--- config.mk ---
export PLATFORM = sky130hd
export DESIGN_NAME = line_loader
export DESIGN_NICKNAME = d
export VERILOG_FILES = /design/src/rtl/line_loader_pkg.sv /design/src/rtl/line_loader_byte_packer.sv /design/src/rtl/line_loader.sv
export SDC_FILE = /design/constraint.sdc
export NUM_CORES = 1
export LEC_CHECK = 0
export CORE_MARGIN = 5
export CORE_UTILIZATION = 50
export CTS_BUF_LIST = sky130_fd_sc_hd__clkbuf_16
export DETAILED_ROUTE_END_ITERATION = 7
export GPL_TIMING_DRIVEN = 0
export PLACE_DENSITY = 0.84
export SLEW_MARGIN = 5
export SYNTH_ARGS = -nofsm -noshare
export SYNTH_HDL_FRONTEND = slang
export SYNTH_HIERARCHICAL = 1
export SYNTH_SLANG_ARGS = --single-unit
--- constraint.sdc ---
create_clock -name clk -period 2.9 [get_ports clk]
set_input_delay 0.58 -clock clk [delete_from_list [all_inputs] [get_ports clk]]
set_output_delay 0.58 -clock clk [all_outputs]
set_load 0.02 [all_outputs]
--- src/rtl/line_loader_pkg.sv ---
// Shared definitions for the instruction line loader: default geometry,
// FSM state encoding and small sizing helpers.
package line_loader_pkg;

    localparam int DEF_LINE_WIDTH = 32;
    localparam int DEF_IP_WIDTH   = 8;

    // Loader FSM states (plain constants so older tools and dumps stay readable)
    localparam logic [2:0] ST_IDLE  = 3'd0;
    localparam logic [2:0] ST_LOAD  = 3'd1;
    localparam logic [2:0] ST_WRITE = 3'd2;
    localparam logic [2:0] ST_DONE  = 3'd3;
    localparam logic [2:0] ST_ERR   = 3'd4;

    // Number of bytes that make up one code line
    function automatic int bytes_per_line(input int line_width);
        return line_width / 8;
    endfunction

    // Width of a counter that indexes nb bytes; never zero so a 1-byte line still elaborates
    function automatic int cnt_width(input int nb);
        return (nb > 1) ? $clog2(nb) : 1;
    endfunction

endpackage

--- src/rtl/line_loader_byte_packer.sv ---
// Byte packer: shifts bytes in MSB-first into a LINE_WIDTH-bit line and
// flags the transfer that completes the line. The first byte of a line ends
// up in the top byte lane once all lanes have been filled.
module line_loader_byte_packer
    import line_loader_pkg::*;
#(
    parameter int LINE_WIDTH = DEF_LINE_WIDTH
) (
    input  logic                  clk,
    input  logic                  n_rst,
    input  logic                  clear,
    input  logic                  shift_en,
    input  logic [7:0]            byte_in,
    output logic [LINE_WIDTH-1:0] line,
    output logic                  line_full
);

    localparam int NB = bytes_per_line(LINE_WIDTH);
    localparam int CW = cnt_width(NB);
    localparam logic [CW-1:0] CNT_LAST = CW'(NB - 1);

    logic [CW-1:0]       cnt_reg;
    logic [NB-1:0][7:0]  lane_reg;
    logic                cnt_at_last;

    assign cnt_at_last = (cnt_reg == CNT_LAST);
    assign line_full   = shift_en & cnt_at_last;
    assign line        = lane_reg;

    // Byte position within the current line; wraps to 0 after the last byte
    always_ff @(posedge clk or negedge n_rst) begin
        if (!n_rst) begin
            cnt_reg <= '0;
        end else if (clear) begin
            cnt_reg <= '0;
        end else if (shift_en) begin
            cnt_reg <= cnt_at_last ? '0 : cnt_reg + 1'b1;
        end
    end

    // Each lane takes the byte from the lane below; lane 0 takes the new byte
    generate
        for (genvar gi = 0; gi < NB; gi++) begin : g_lane
            if (gi == 0) begin : g_first
                always_ff @(posedge clk or negedge n_rst) begin
                    if (!n_rst) begin
                        lane_reg[gi] <= '0;
                    end else if (shift_en) begin
                        lane_reg[gi] <= byte_in;
                    end
                end
            end else begin : g_rest
                always_ff @(posedge clk or negedge n_rst) begin
                    if (!n_rst) begin
                        lane_reg[gi] <= '0;
                    end else if (shift_en) begin
                        lane_reg[gi] <= lane_reg[gi-1];
                    end
                end
            end
        end
    endgenerate

endmodule

--- src/rtl/line_loader.sv ---
// Line loader: assembles a byte stream into code lines and writes them to
// consecutive line addresses from 0, holding the CPU halted while loading.
// An all-ones line is written and ends the load; running out of addresses
// before that ends it in an error state that keeps the CPU halted.
module line_loader
    import line_loader_pkg::*;
#(
    parameter int LINE_WIDTH = DEF_LINE_WIDTH,
    parameter int IP_WIDTH   = DEF_IP_WIDTH
) (
    input  logic                  clk,
    input  logic                  n_rst,
    input  logic                  start,
    input  logic                  in_valid,
    input  logic [7:0]            in_data,
    output logic                  in_ready,
    output logic                  wr_en,
    output logic [IP_WIDTH-1:0]   wr_addr,
    output logic [LINE_WIDTH-1:0] wr_data,
    output logic                  cpu_hold,
    output logic                  done,
    output logic                  err,
    output logic [IP_WIDTH:0]     line_count
);

    localparam logic [IP_WIDTH-1:0]   LAST_ADDR = '1;
    localparam logic [LINE_WIDTH-1:0] END_LINE  = '1;

    logic [2:0]            state_reg;
    logic [2:0]            state_next;
    logic [IP_WIDTH-1:0]   addr_reg;
    logic [IP_WIDTH:0]     count_reg;
    logic                  start_ok;
    logic                  shift_en;
    logic                  line_full;
    logic [LINE_WIDTH-1:0] line;

    // start only counts when no load is in flight
    assign start_ok = start & ((state_reg == ST_IDLE) ||
                               (state_reg == ST_DONE) ||
                               (state_reg == ST_ERR));
    assign shift_en = in_valid & in_ready;

    line_loader_byte_packer #(
        .LINE_WIDTH(LINE_WIDTH)
    ) u_packer (
        .clk      (clk),
        .n_rst    (n_rst),
        .clear    (start_ok),
        .shift_en (shift_en),
        .byte_in  (in_data),
        .line     (line),
        .line_full(line_full)
    );

    // Next-state decision; WRITE always lasts exactly one cycle
    always_comb begin
        state_next = state_reg;
        case (state_reg)
            ST_IDLE, ST_DONE, ST_ERR: begin
                if (start) state_next = ST_LOAD;
            end
            ST_LOAD: begin
                if (line_full) state_next = ST_WRITE;
            end
            ST_WRITE: begin
                if (line == END_LINE) begin
                    state_next = ST_DONE;
                end else if (addr_reg == LAST_ADDR) begin
                    state_next = ST_ERR;
                end else begin
                    state_next = ST_LOAD;
                end
            end
            default: state_next = ST_IDLE;
        endcase
    end

    // State register
    always_ff @(posedge clk or negedge n_rst) begin
        if (!n_rst) begin
            state_reg <= ST_IDLE;
        end else begin
            state_reg <= state_next;
        end
    end

    // Line address: restarts at 0 per load, advances only after a non-final write
    always_ff @(posedge clk or negedge n_rst) begin
        if (!n_rst) begin
            addr_reg <= '0;
        end else if (start_ok) begin
            addr_reg <= '0;
        end else if ((state_reg == ST_WRITE) && (state_next == ST_LOAD)) begin
            addr_reg <= addr_reg + 1'b1;
        end
    end

    // Lines written in this load, including the end line; one extra bit so a full memory fits
    always_ff @(posedge clk or negedge n_rst) begin
        if (!n_rst) begin
            count_reg <= '0;
        end else if (start_ok) begin
            count_reg <= '0;
        end else if (state_reg == ST_WRITE) begin
            count_reg <= count_reg + 1'b1;
        end
    end

    // Outputs decoded from state; address and data hold their last values after a load
    always_comb begin
        in_ready = (state_reg == ST_LOAD);
        wr_en    = (state_reg == ST_WRITE);
        cpu_hold = (state_reg == ST_LOAD) || (state_reg == ST_WRITE) || (state_reg == ST_ERR);
        done     = (state_reg == ST_DONE);
        err      = (state_reg == ST_ERR);
    end

    assign wr_addr    = addr_reg;
    assign wr_data    = line;
    assign line_count = count_reg;

endmodule

# After elaboration in Yosys (flattened, before gate mapping)
# Cells that the tools add are included.
[word_totals]
reg_bits = 54
inputBits = 12
out_inout_bits = 54
word_cells = 44
[op_classes]
n_addsub = 3
eq_ne = 8
muxes = 12
bitwise_logic = 3
n_reduce_logical = 10
[op_table]
columns = ["cell", "count"]
rows = [
  ["$eq 32x32->1 const B", 1],
  ["$mux 9", 2],
  ["$mux 8", 2],
  ["$mux 3", 4],
  ["$add 9x1->9 const B", 1],
  ["$pmux 3 s3", 1],
  ["$add 8x1->8 const B", 1],
  ["$eq 8x8->1 const B", 1],
  ["$eq 3x1->1 const B", 2],
  ["$eq 3x2->1 const B", 2],
  ["$mux 2", 3],
  ["$reduce_bool 2->1", 3],
  ["$logic_or 1x1->1", 4],
  ["$and 1x1->1", 3],
  ["$eq 3x3->1 const B", 1],
  ["$logic_not 3->1", 1],
  ["$reduce_or 3->1", 1],
  ["$add 2x1->2 const B", 1],
  ["$eq 2x2->1 const B", 1],
  ["$logic_and 1x1->1", 1],
]

# Logic depth before layout (Yosys ltp)
# Gate-level depths: netlist of run 1.
[logic_depth]
ltp_word = 9
depth_mapped = 8
mapped_depth_nobuf = 7

# Hierarchy
# The synthesis of run 1 kept the hierarchy.
[by_module_without_submodules]
columns = ["mod", "instances", "cells_per_inst", "area_per_inst_um2", "seq_area_each_um2"]
rows = [
  ["line_loader_byte_packer", 1, 77, 1305.0, 850.8],
  ["line_loader", 1, 123, 1207.4, 500.5],
]

# Worst setup path after synthesis of run 1
# No wires, ideal clock.
[synth_timing]
path_type = "register to register"
start = "reg state_reg[2]"
end = "reg state_reg[0]"
setup_ns = 0.126
t_arrival_ns = 1.903
required_time_ns = 2.774
setup_slack_ns = 0.871
path_stages_with_launch = 9
path_buffers = 2
synth_period_minus_slack_ns = 2.029
cell_sequence = "dfrtp_1 or2b_1 nor2_1 and2_1 buf_6 buf_4 and2_1 a21oi_1 a221o_1"
[synth_via]
elab_chain_len = 5
elab_cells_between_ends = 10
classes_between = "eq/ne: 4; mux: 2; bitwise: 2; reduce/logical: 2"
[synth_lines]
columns = ["element", "line", "source"]
rows = [
  ["start: declaration", "line_loader.sv:29", "logic [2:0] state_reg;"],
  ["start signal: assignment", "line_loader.sv:84", "state_reg <= state_next;"],
  ["$eq 3x1->1", "line_loader.sv:112", "in_ready = (state_reg == ST_LOAD);"],
  ["net in_ready", "line_loader.sv:16", "output logic in_ready,"],
  ["$and 1x1->1", "line_loader.sv:42", "assign shift_en = in_valid & in_ready;"],
  ["net shift_en", "line_loader.sv:34", "logic shift_en;"],
  ["$and 1x1->1", "line_loader_byte_packer.sv:27", "assign line_full = shift_en & cnt_at_last;"],
  ["net line_full", "line_loader.sv:35", "logic line_full;"],
  ["$mux 3", "line_loader.sv:64", "if (line_full) state_next = ST_WRITE;"],
  ["$pmux 3 s3", "line_loader.sv:59", "case (state_reg)"],
  ["net state_next[0]", "line_loader.sv:30", "logic [2:0] state_next;"],
]
# The timed path passes the listed nets, and every way through them passes these cells.
# A chain may end at the register's enable or synchronous reset.

# Worst setup path in the final report of run 1
[layout_timing]
start = "reg state_reg[0]"
end = "out in_ready"
[layout_via]
elab_chain_len = 1
[layout_lines]
columns = ["element", "line"]
rows = [
  ["$eq 3x1->1", "line_loader.sv:112"],
  ["end: declaration", "line_loader.sv:16"],
]
# Every way passes these cells.

==> impl_metrics.env, run 1 <==
export IMPL_core_mm2=0.004786
export IMPL_drc=0
export IMPL_grt_max_degree=40
export IMPL_synth_net_count=215
export IMPL_netlist_area_mm2=0.002512
export IMPL_cp_required_ps=2320
export IMPL_firstDrtPassIters=4
export IMPL_rows=25
export IMPL_via_per_inst=5.434
export IMPL_dieArea_mm2=0.006542
export IMPL_yosysTopAreaCellShare_pct=53.78
export IMPL_routedWlPerCell_um=15.78
export IMPL_cts_setup_buffers=0
export IMPL_cp_max_fo=6
export IMPL_leakage_uw=0.001454
export IMPL_top_usage_layer="met2"
export IMPL_cts_sinks=54
export IMPL_setup_viol=0
export IMPL_cts_tree="done"
export IMPL_globalRouteOverflowTotal=0
export IMPL_async_reset_ff_share_pct=100.0
export IMPL_yosysTopAreaCell="dfrtp_1"
export IMPL_clk_latency_ps=280
export IMPL_io_pin_count=66
export IMPL_synth_seq_cells=54
export IMPL_final_common_cell="clkdlybuf4s50_1"
export IMPL_hpwl_mm=3.937
export IMPL_worst_slew_pin_slew_ps=380.9
export IMPL_min_path_type="primary input to async pin"
export IMPL_rsz0062_at_grt="false"
export IMPL_antenna_cells=0
export IMPL_status="finished, final reports clean"
export IMPL_setup_tns_ps=0
export IMPL_clock_skew_ps=4.452
export IMPL_final_util_pct=71.03
export IMPL_antenna_found_initial=0
export IMPL_final_cells=341
export IMPL_max_clock_path_buffers=2
export IMPL_rr_startpoint="state_reg[0]"
export IMPL_detail_route_antenna_nets=0
export IMPL_critical_path_class="register to output port"
export IMPL_grt_use_total_pct=18.07
export IMPL_power_total_uw=3451
export IMPL_groute_layer_met1_usage_pct=23.08
export IMPL_synth_edf_count=0
export IMPL_finalCriticalPeriod_ps=2401
export IMPL_fin_crit_sh_pct=82.78
export IMPL_use_met3_pct=6.430
export IMPL_port_buffers=65
export IMPL_drv_slew=0
export IMPL_grt_pass1_wl_mm=9.094
export IMPL_grt_pass1_vias=1858
export IMPL_use_met2_pct=29.80
export IMPL_multi_input_area_mm2=0.001099
export IMPL_place_gp_congestion=0.8343
export IMPL_critPathBufInv=1
export IMPL_relSlewSlack_pct=74.42
export IMPL_drive_gt1_share_pct=23.72
export IMPL_fmax_mhz=416.6
export IMPL_end_kind="output port"
export IMPL_synth_ff_type="dfrtp_1"
export IMPL_synth_area_leaders="dfrtp_1, mux2_2, nand2_1"
export IMPL_arrival_ps=1820
export IMPL_largest_reg_flops=32
export IMPL_crit_family="buffers and inverters"
export IMPL_avgSynthCellArea_um2=12.56
export IMPL_area_growth_synth_to_final_pct=35.31
export IMPL_cts_root_buf="clkbuf_16"
export IMPL_layout_common_cells="clkdlybuf4s50_1, dfrtp_1, mux2_2, nand2_1, nor2_1"
export IMPL_synth_cell_types=43
export IMPL_vias=1853
export IMPL_regArea_mm2=0.001351
export IMPL_die_h_um=80.89
export IMPL_cts_hold_repair_buffers=0
export IMPL_cp_start_kind="register"
export IMPL_max_cap_viol_count=0
export IMPL_synthCells=200
export IMPL_dp_cells=333
export IMPL_fin_nets=288
export IMPL_drt_wl_total_mm=5.382
export IMPL_vdd_drop_max_uv=817.8
export IMPL_htreeDepth=2
export IMPL_cp_slowest_cell="clkdlybuf4s50_1"
export IMPL_max_stage_delay_ps=640
export IMPL_start_util_pct=52.50
export IMPL_die_w_um=80.89
export IMPL_p_per_area_mw_per_mm2=1015
export IMPL_crit_chain="or2b_1 -> nor2_1 -> clkdlybuf4s50_1"
export IMPL_hold_viol_final=0
export IMPL_fillers=350
export IMPL_first_iter_violations=86
export IMPL_cts_resized_gates=0
export IMPL_numCtsBuffers=5
export IMPL_clk_pin_slew_worst_paths_ps=60
export IMPL_yosysWarnings=6
export IMPL_yosysSeqAreaShare_pct=53.78
export IMPL_cp_startpoint="state_reg[0]"
export IMPL_holdWs_ps=205.5
## per-layer routing
| metal | up-vias | routed length [um] |
|---|---|---|
| li1 | 862 | - |
| met1 | 932 | 2228 |
| met2 | 55 | 2693 |
| met3 | 4 | 439 |
| met4 | 0 | 20 |
| met5 | - | 0 |
## power breakdown
group / switching [uW] / leakage, uW / internal, uW
clock network: 249 / 0.0000724 / 313
logic: 744 / 0.000707 / 833
registers: 286 / 0.000675 / 1030
## layout make-up
type	instances	share of cell area (%)
clock buffers	5	3.681
flip-flops and latches	54	39.75
clock inverters	3	0.3681
multi-input cells	137	32.31
well taps	67	2.466
repair buffers	66	19.58
plain buffers	5	1.251
inverters	4	0.5889
## kinds of logic (layout without fill, tap and decap cells)
group           after synthesis  in the layout  synth area share, %
compound gates               23             23                6.973
xor+xnor                      9              9                3.138
fa+ha+maj                     3              3                1.494
buf+inv                       9             83                2.490
flops                        54             54                53.79
mux                          37             37                17.13
simple gates                 65             65                14.99
## cells in the mapped netlist (3+ instances only)
library cell,n
dfrtp_1,54
mux2_2,34
nand2_1,17
nor2_1,14
nand4_1,10
a21oi_1,6
xor2_1,6
o21ai_0,5
and3_1,4
ha_1,3
inv_1,3
nand3_1,3
or3_1,3
xnor2_1,3
## through the flow
step | instance area (um2) | setup WS [ps]
2_1_floorplan | 2512 | 871.0
6_report | 3400 | 499.5
3_5_place_dp | 3262 | 761.7
4_1_cts | 3400 | 501.1
5_1_grt | 3400 | 427.7
3_3_place_gp | 3247 | -388.1
## final timing paths
check / endpoint / slack, ps / depth (start not counted)
setup / recovery: in_ready / 500 / 3
hold / removal: line_count[2] / 210 / 1
setup reg to reg: state_reg[0] / 850 / 8
hold reg to reg: u_packer/line[25] / 540 / 1
max in group asynchronous: u_packer/line[25] / 2170 / 2
min in group clk: u_packer/line[25] / 540 / 1
## worst register-to-register path, cell delays in order, from the launching register on
cell and delay, ps:
dfrtp_1 460, or2b_1 290, nor2_1 150, and2_1 160, buf_6 150, buf_4 190
and2_1 190, a21oi_1 80, a221o_1 260
Note: power is estimated with default switching activity, not from simulation.
==> run 2, diff against run 1 <==
Settings changed: CORE_UTILIZATION 50 to 48, PLACE_DENSITY 0.84 to 0.81.
Clock period 2.9 ns to 2.3 ns, I/O delays scaled along.
==> run 2 against run 1 <==
  * Final cell count is 0.88% higher
  * Global-route usage is 0.86 points lower
  * Utilization is 3.8 points lower
  * Total power is 29% higher
  * Hold slack worse by 56 ps
  * Sequential cell count stayed put
  * Wire length is 1.5% higher
  * Non-clock buffer count stayed put
  * Sequential share of layout area is 0.41 points lower
  * Die area is 3.6% higher
  * First-iteration DRC count is 52% lower
  * Clock-buffer cell count stayed put
  * Critical endpoint is now cpu_hold
==> impl_metrics.env, run 2 (synthesis gave the netlist of run 1 again) <==
export IMPL_end_kind="output port"
export IMPL_crit_chain="xor2_1 -> mux2_2 -> clkdlybuf4s50_1"
export IMPL_cts_sinks=54
export IMPL_setup_viol=0
export IMPL_final_util_pct=67.25
export IMPL_clk_latency_ps=280
export IMPL_place_gp_congestion=0.7843
export IMPL_dieArea_mm2=0.006781
export IMPL_cp_start_kind="register"
export IMPL_grt_max_degree=33
export IMPL_p_per_area_mw_per_mm2=1300
export IMPL_relSlewSlack_pct=64.70
export IMPL_cts_tree="done"
export IMPL_min_path_type="primary input to async pin"
export IMPL_finalCriticalPeriod_ps=2190
export IMPL_firstDrtPassIters=4
export IMPL_via_per_inst=5.233
export IMPL_pre_cts_ws_ps=263.7
export IMPL_layout_common_cells="clkdlybuf4s50_1, dfrtp_1, mux2_2, nand2_1, nor2_1"
export IMPL_clock_skew_ps=8.210
export IMPL_leakage_uw=0.001468
export IMPL_cts_root_buf="clkbuf_16"
export IMPL_vdd_drop_max_uv=1025
export IMPL_drc=0
export IMPL_drive_gt1_share_pct=24.09
export IMPL_drv_slew=0
export IMPL_grt_pass1_vias=1843
export IMPL_max_clock_path_buffers=2
export IMPL_cts_resized_gates=0
export IMPL_die_w_um=82.35
export IMPL_routedWlPerCell_um=15.89
export IMPL_detail_route_antenna_nets=0
export IMPL_core_mm2=0.005107
export IMPL_hold_viol_final=0
export IMPL_cts_setup_buffers=0
export IMPL_cp_slowest_cell="clkdlybuf4s50_1"
export IMPL_cts_hold_repair_buffers=0
export IMPL_fin_ws_ps=110.2
export IMPL_grt_pass1_wl_mm=9.004
export IMPL_htreeDepth=2
export IMPL_final_common_cell="clkdlybuf4s50_1"
export IMPL_max_stage_delay_ps=540
export IMPL_critical_path_class="register to output port"
export IMPL_rows=26
export IMPL_antenna_cells=0
export IMPL_status="finished, final reports clean"
export IMPL_setup_tns_ps=0
export IMPL_multi_input_area_mm2=0.001099
export IMPL_vias=1800
export IMPL_fillers=400
export IMPL_arrival_ps=1730
export IMPL_drt_wl_total_mm=5.465
export IMPL_critPathBufInv=1
export IMPL_cp_required_ps=1840
export IMPL_port_buffers=65
export IMPL_hpwl_mm=4.130
export IMPL_numCtsBuffers=5
export IMPL_start_util_pct=49.19
export IMPL_worst_slew_pin_slew_ps=529.5
export IMPL_globalRouteOverflowTotal=0
export IMPL_max_cap_viol_count=0
export IMPL_fin_crit_sh_pct=95.21
export IMPL_rsz0062_at_grt="false"
export IMPL_first_iter_violations=41
export IMPL_fmax_mhz=456.7
export IMPL_cp_max_fo=6
export IMPL_crit_family="buffers and inverters"
export IMPL_grt_use_total_pct=17.21
export IMPL_largest_reg_flops=32
export IMPL_area_growth_synth_to_final_pct=36.70
export IMPL_antenna_found_initial=0
export IMPL_die_h_um=82.35
export IMPL_fin_nets=288
export IMPL_clk_pin_slew_worst_paths_ps=70
export IMPL_io_pin_count=66
export IMPL_regArea_mm2=0.001351
-- run 2: cell types whose count changed in the layout (fill, tap and decap cells not counted), sizes merged --
cell / previous run / this run
bufinv: 0 / 1
dlymetal6s2s: 0 / 1
clkinvlp: 0 / 1
clkdlybuf4s50: 64 / 63
clkinv: 3 / 1
-- run 2: layout make-up --
type / count / area share, %
plain buffers: 5 / 1.239
flip-flops and latches: 54 / 39.34
well taps: 70 / 2.550
clock buffers: 5 / 3.643
clock inverters: 3 / 1.202
repair buffers: 66 / 19.45
inverters: 4 / 0.5829
multi-input cells: 137 / 31.99
-- run 2: worst paths after layout --
path	from	endpoint	slack (ps)	cells past startpoint
setup / recovery	state_reg[0]	cpu_hold	110	3
hold / removal	n_rst	u_packer/cnt_reg[1]	150	1
setup reg to reg	state_reg[2]	state_reg[0]	270	8
hold reg to reg	u_packer/cnt_reg[1]	u_packer/cnt_reg[1]	530	2
max in group asynchronous	n_rst	u_packer/line[9]	1600	2
min in group clk	u_packer/cnt_reg[1]	u_packer/cnt_reg[1]	530	2
-- run 2: stage by stage --
stage          hold WS (ps)  total power [uW]  instance area (um2)  std cells
4_1_cts               160.6              4514                 3432        344
5_1_grt               190.6              4720                 3435        344
6_report              149.8              4465                 3435        344
3_3_place_gp          510.6              3628                 3251        335
2_1_floorplan         164.4              2721                 2512        200
3_5_place_dp          463.9              3670                 3266        336
-- run 2: report_power, final --
part | switching, uW | total [uW] | internal (uW) | leakage [uW]
clock | 325 | 835 | 510 | 0.0000812
combinational | 930 | 1980 | 1050 | 0.000712
sequential | 361 | 1650 | 1290 | 0.000675
-- run 2: layer usage --
layer,routed length (um),part of all wire [%],GRT usage (%),up-vias
met5,0,0,0,-
met4,12,0.22,1.993,0
met3,471,8.6,6.399,2
met2,2613,48,28.29,52
met1,2367,43,22.36,881
li1,-,-,-,865
-- run 2: worst register-to-register path, cell delays in order (launching register included) --
cell and delay (ps):
dfrtp_1 460, or2b_1 280, nor2_1 160, and2_1 170
buf_6 150, buf_4 200, and2_1 170, a21oi_1 80
a221o_1 250
==> run 3, diff against run 2 <==
Settings changed: CAP_MARGIN set to 0.
==> results of run 3 <==
Final layout, timing and power as in run 2 (identical DEF).
==> RTL change (flow settings as in run 3) <==
Set the package constant `DEF_LINE_WIDTH` to 16 (it was 32).
--- a/src/rtl/line_loader_pkg.sv
+++ b/src/rtl/line_loader_pkg.sv
@@ -2,7 +2,7 @@
 // FSM state encoding and small sizing helpers.
 package line_loader_pkg;
 
-    localparam int DEF_LINE_WIDTH = 32;
+    localparam int DEF_LINE_WIDTH = 16;
     localparam int DEF_IP_WIDTH   = 8;
 
     // Loader FSM states (plain constants so older tools and dumps stay readable)
Ports: changed (resized wr_data); port bits go from 66 to 50. The function was not compared with the original's and may differ.
==> RTL change against run 3 <==
- worst setup slack better by 0.0039 ns
- clock skew down 0.0015 ns
- critical endpoint unchanged
- fmax up 0.18%
- synthesized area down 25%
- wire length down 22%
- power down 32%
- design area down 25%
- sequential cell count down 17
==> RTL change: results (changes against run 3) <==
{| class="wikitable"
! Metric !! Value
|-
| Reported sequential group power || 1.04 mW (-37%)
|-
| Minimum hold slack || 0.2763 ns (+0.1265 ns)
|-
| Critical Path Max Stage Delay || 0.37 ns (-0.17 ns)
|-
| Synthesized area || 1896 um2 (-25%)
|-
| Run status || completed
|-
| Endpoint of the worst-slack reg-to-reg timing path || wr_addr[2]
|-
| Dpl hpwl || 3108 um (-25%)
|-
| # fillers || 298 (-26%)
|-
| Post-synthesis mux area share || 0.1221 (-0.04920)
|-
| Flip-flop count of the largest register after layout || 16 (-50%)
|-
| Pin count of the biggest net entering global routing || 38 (+15%)
|-
| Total wire length || 4285 um (-22%)
|-
| Leading post-synthesis cells by instance count || sky130_fd_sc_hd__dfrtp_1, sky130_fd_sc_hd__nor2_1, sky130_fd_sc_hd__nand2_1, sky130_fd_sc_hd__mux2_2, sky130_fd_sc_hd__mux2_4
|-
| Fraction of power consumed by the clock network || 0.210 (+0.023)
|-
| Count of routing violations after the opening detailed-route iteration || 97 (+140%)
|-
| Number of antenna violations at the first check in global routing || 0 (unchanged)
|-
| Ranking of synthesized cells by area || sky130_fd_sc_hd__dfrtp_1, sky130_fd_sc_hd__mux2_4, sky130_fd_sc_hd__mux2_2
|-
| Placed standard-cell area || 2441 um2 (-25%)
|-
| Reg-to-Reg Start || u_packer/line[14]
|-
| First element of the critical path || state_reg[2]
|-
| Register-to-Register Path Depth || 5 (-3)
|-
| Proportion of layout cells with a drive suffix above 1 || 0.1881 (-0.05280)
|-
| GRT Overall Usage || 0.1769 (+0.004845)
|-
| GPL Wtd Cong || 0.8621 (+9.9%)
|-
| IR Drop Worst-Case VDD || 0.7878 mV (-23%)
|-
| Vias || 1482 (-18%)
|-
| Post-Place Setup Slack || 0.1001 ns (-0.1636 ns)
|-
| Post-synthesis cell count || 161 (-20%)
|-
| Number of distinct library cells after synthesis || 46 (+7.0%)
|-
| Count of input and output buffers || 49 (-25%)
|-
| Post-Route Skew || 0.006738 ns (-0.001472 ns)
|-
| Int Pwr || 1.952 mW (-32%)
|-
| Adder-Cell Fraction of Synth Area || 0.01320 (-0.001739)
|-
| Reg clk slew, reported paths || 0.05 ns (-0.02 ns)
|-
| Area fraction in compound gates after synthesis || 0.07921 (+0.009487)
|-
| R2R Setup Slk || 0.23 ns (-0.04 ns)
|-
| Headroom to the max-slew limit || 0.4439 (-0.2031)
|-
| Leak Pwr || 1.122 nW (-24%)
|-
| Crit Path Max Fanout || 10 (+4)
|-
| Final worst setup slack || 0.1141 ns (+0.003907 ns)
|-
| Synthesized netlist net count || 175 (-19%)
|-
| Path type of the worst min-delay path || in -> async
|-
| Share of synthesized area occupied by flip-flops and latches || 0.4884 (-0.04940)
|-
| Fraction of synthesized cell area in xor and xnor cells || 0.04620 (+0.01483)
|-
| Post-layout power || 3.028 mW (-32%)
|}
-- RTL change: cell count changes after synthesis, sizes merged, moves of 4 or more --
cell and delta:
and2 +4, nor2 -4, dfrtp -17, nand4 -4, nand2 -7, mux2 -18, a21oi -5
-- RTL change: timing repair --
item                                    4_1_cts  5_1_grt
hold buffers                                  0        0
resized for setup                             4        2
buffers inserted                              0        0
endpoints found under the setup margin        4        2
pin swaps                                     0        0
-- RTL change: how the worst min path moves through the flow --
stage,startpoint,endpoint,cells past startpoint
global placement,u_packer/cnt_at_last,u_packer/cnt_at_last,2
floorplan,n_rst,line_count[0],0
detailed placement,u_packer/line[15],u_packer/line[15],1
CTS,n_rst,line_count[8],1
global route,n_rst,line_count[7],1
finish,n_rst,line_count[3],1
-- RTL change: logic make-up (layout without fill, tap and decap cells) --
family / count (synthesis) / in the layout
fa+ha+maj: 2 / 2
simple gates: 65 / 65
xor+xnor: 10 / 10
buf+inv: 10 / 67
compound gates: 19 / 19
flops: 37 / 37
mux: 18 / 18
-- RTL change: cell type report --
class | count | area, um2 | share of cell area
Multi-Input combinational cell | 114 | 880.8 | 0.3404
Inverter | 3 | 23.77 | 0.009188
Tap cell | 48 | 60.06 | 0.02321
Sequential cell | 37 | 925.9 | 0.3578
Timing Repair Buffer | 49 | 488.0 | 0.1886
Clock inverter | 3 | 12.51 | 0.004836
Buffer | 7 | 71.32 | 0.02756
Clock buffer | 5 | 125.1 | 0.04836
-- RTL change: layer usage --
metal  track usage  part of all wire  up-vias
met5             0                 0        -
met4       0.09016             0.024        0
met3       0.05647             0.072       11
met2        0.2856              0.48       57
met1        0.2110              0.42      714
li1              -                 -      700
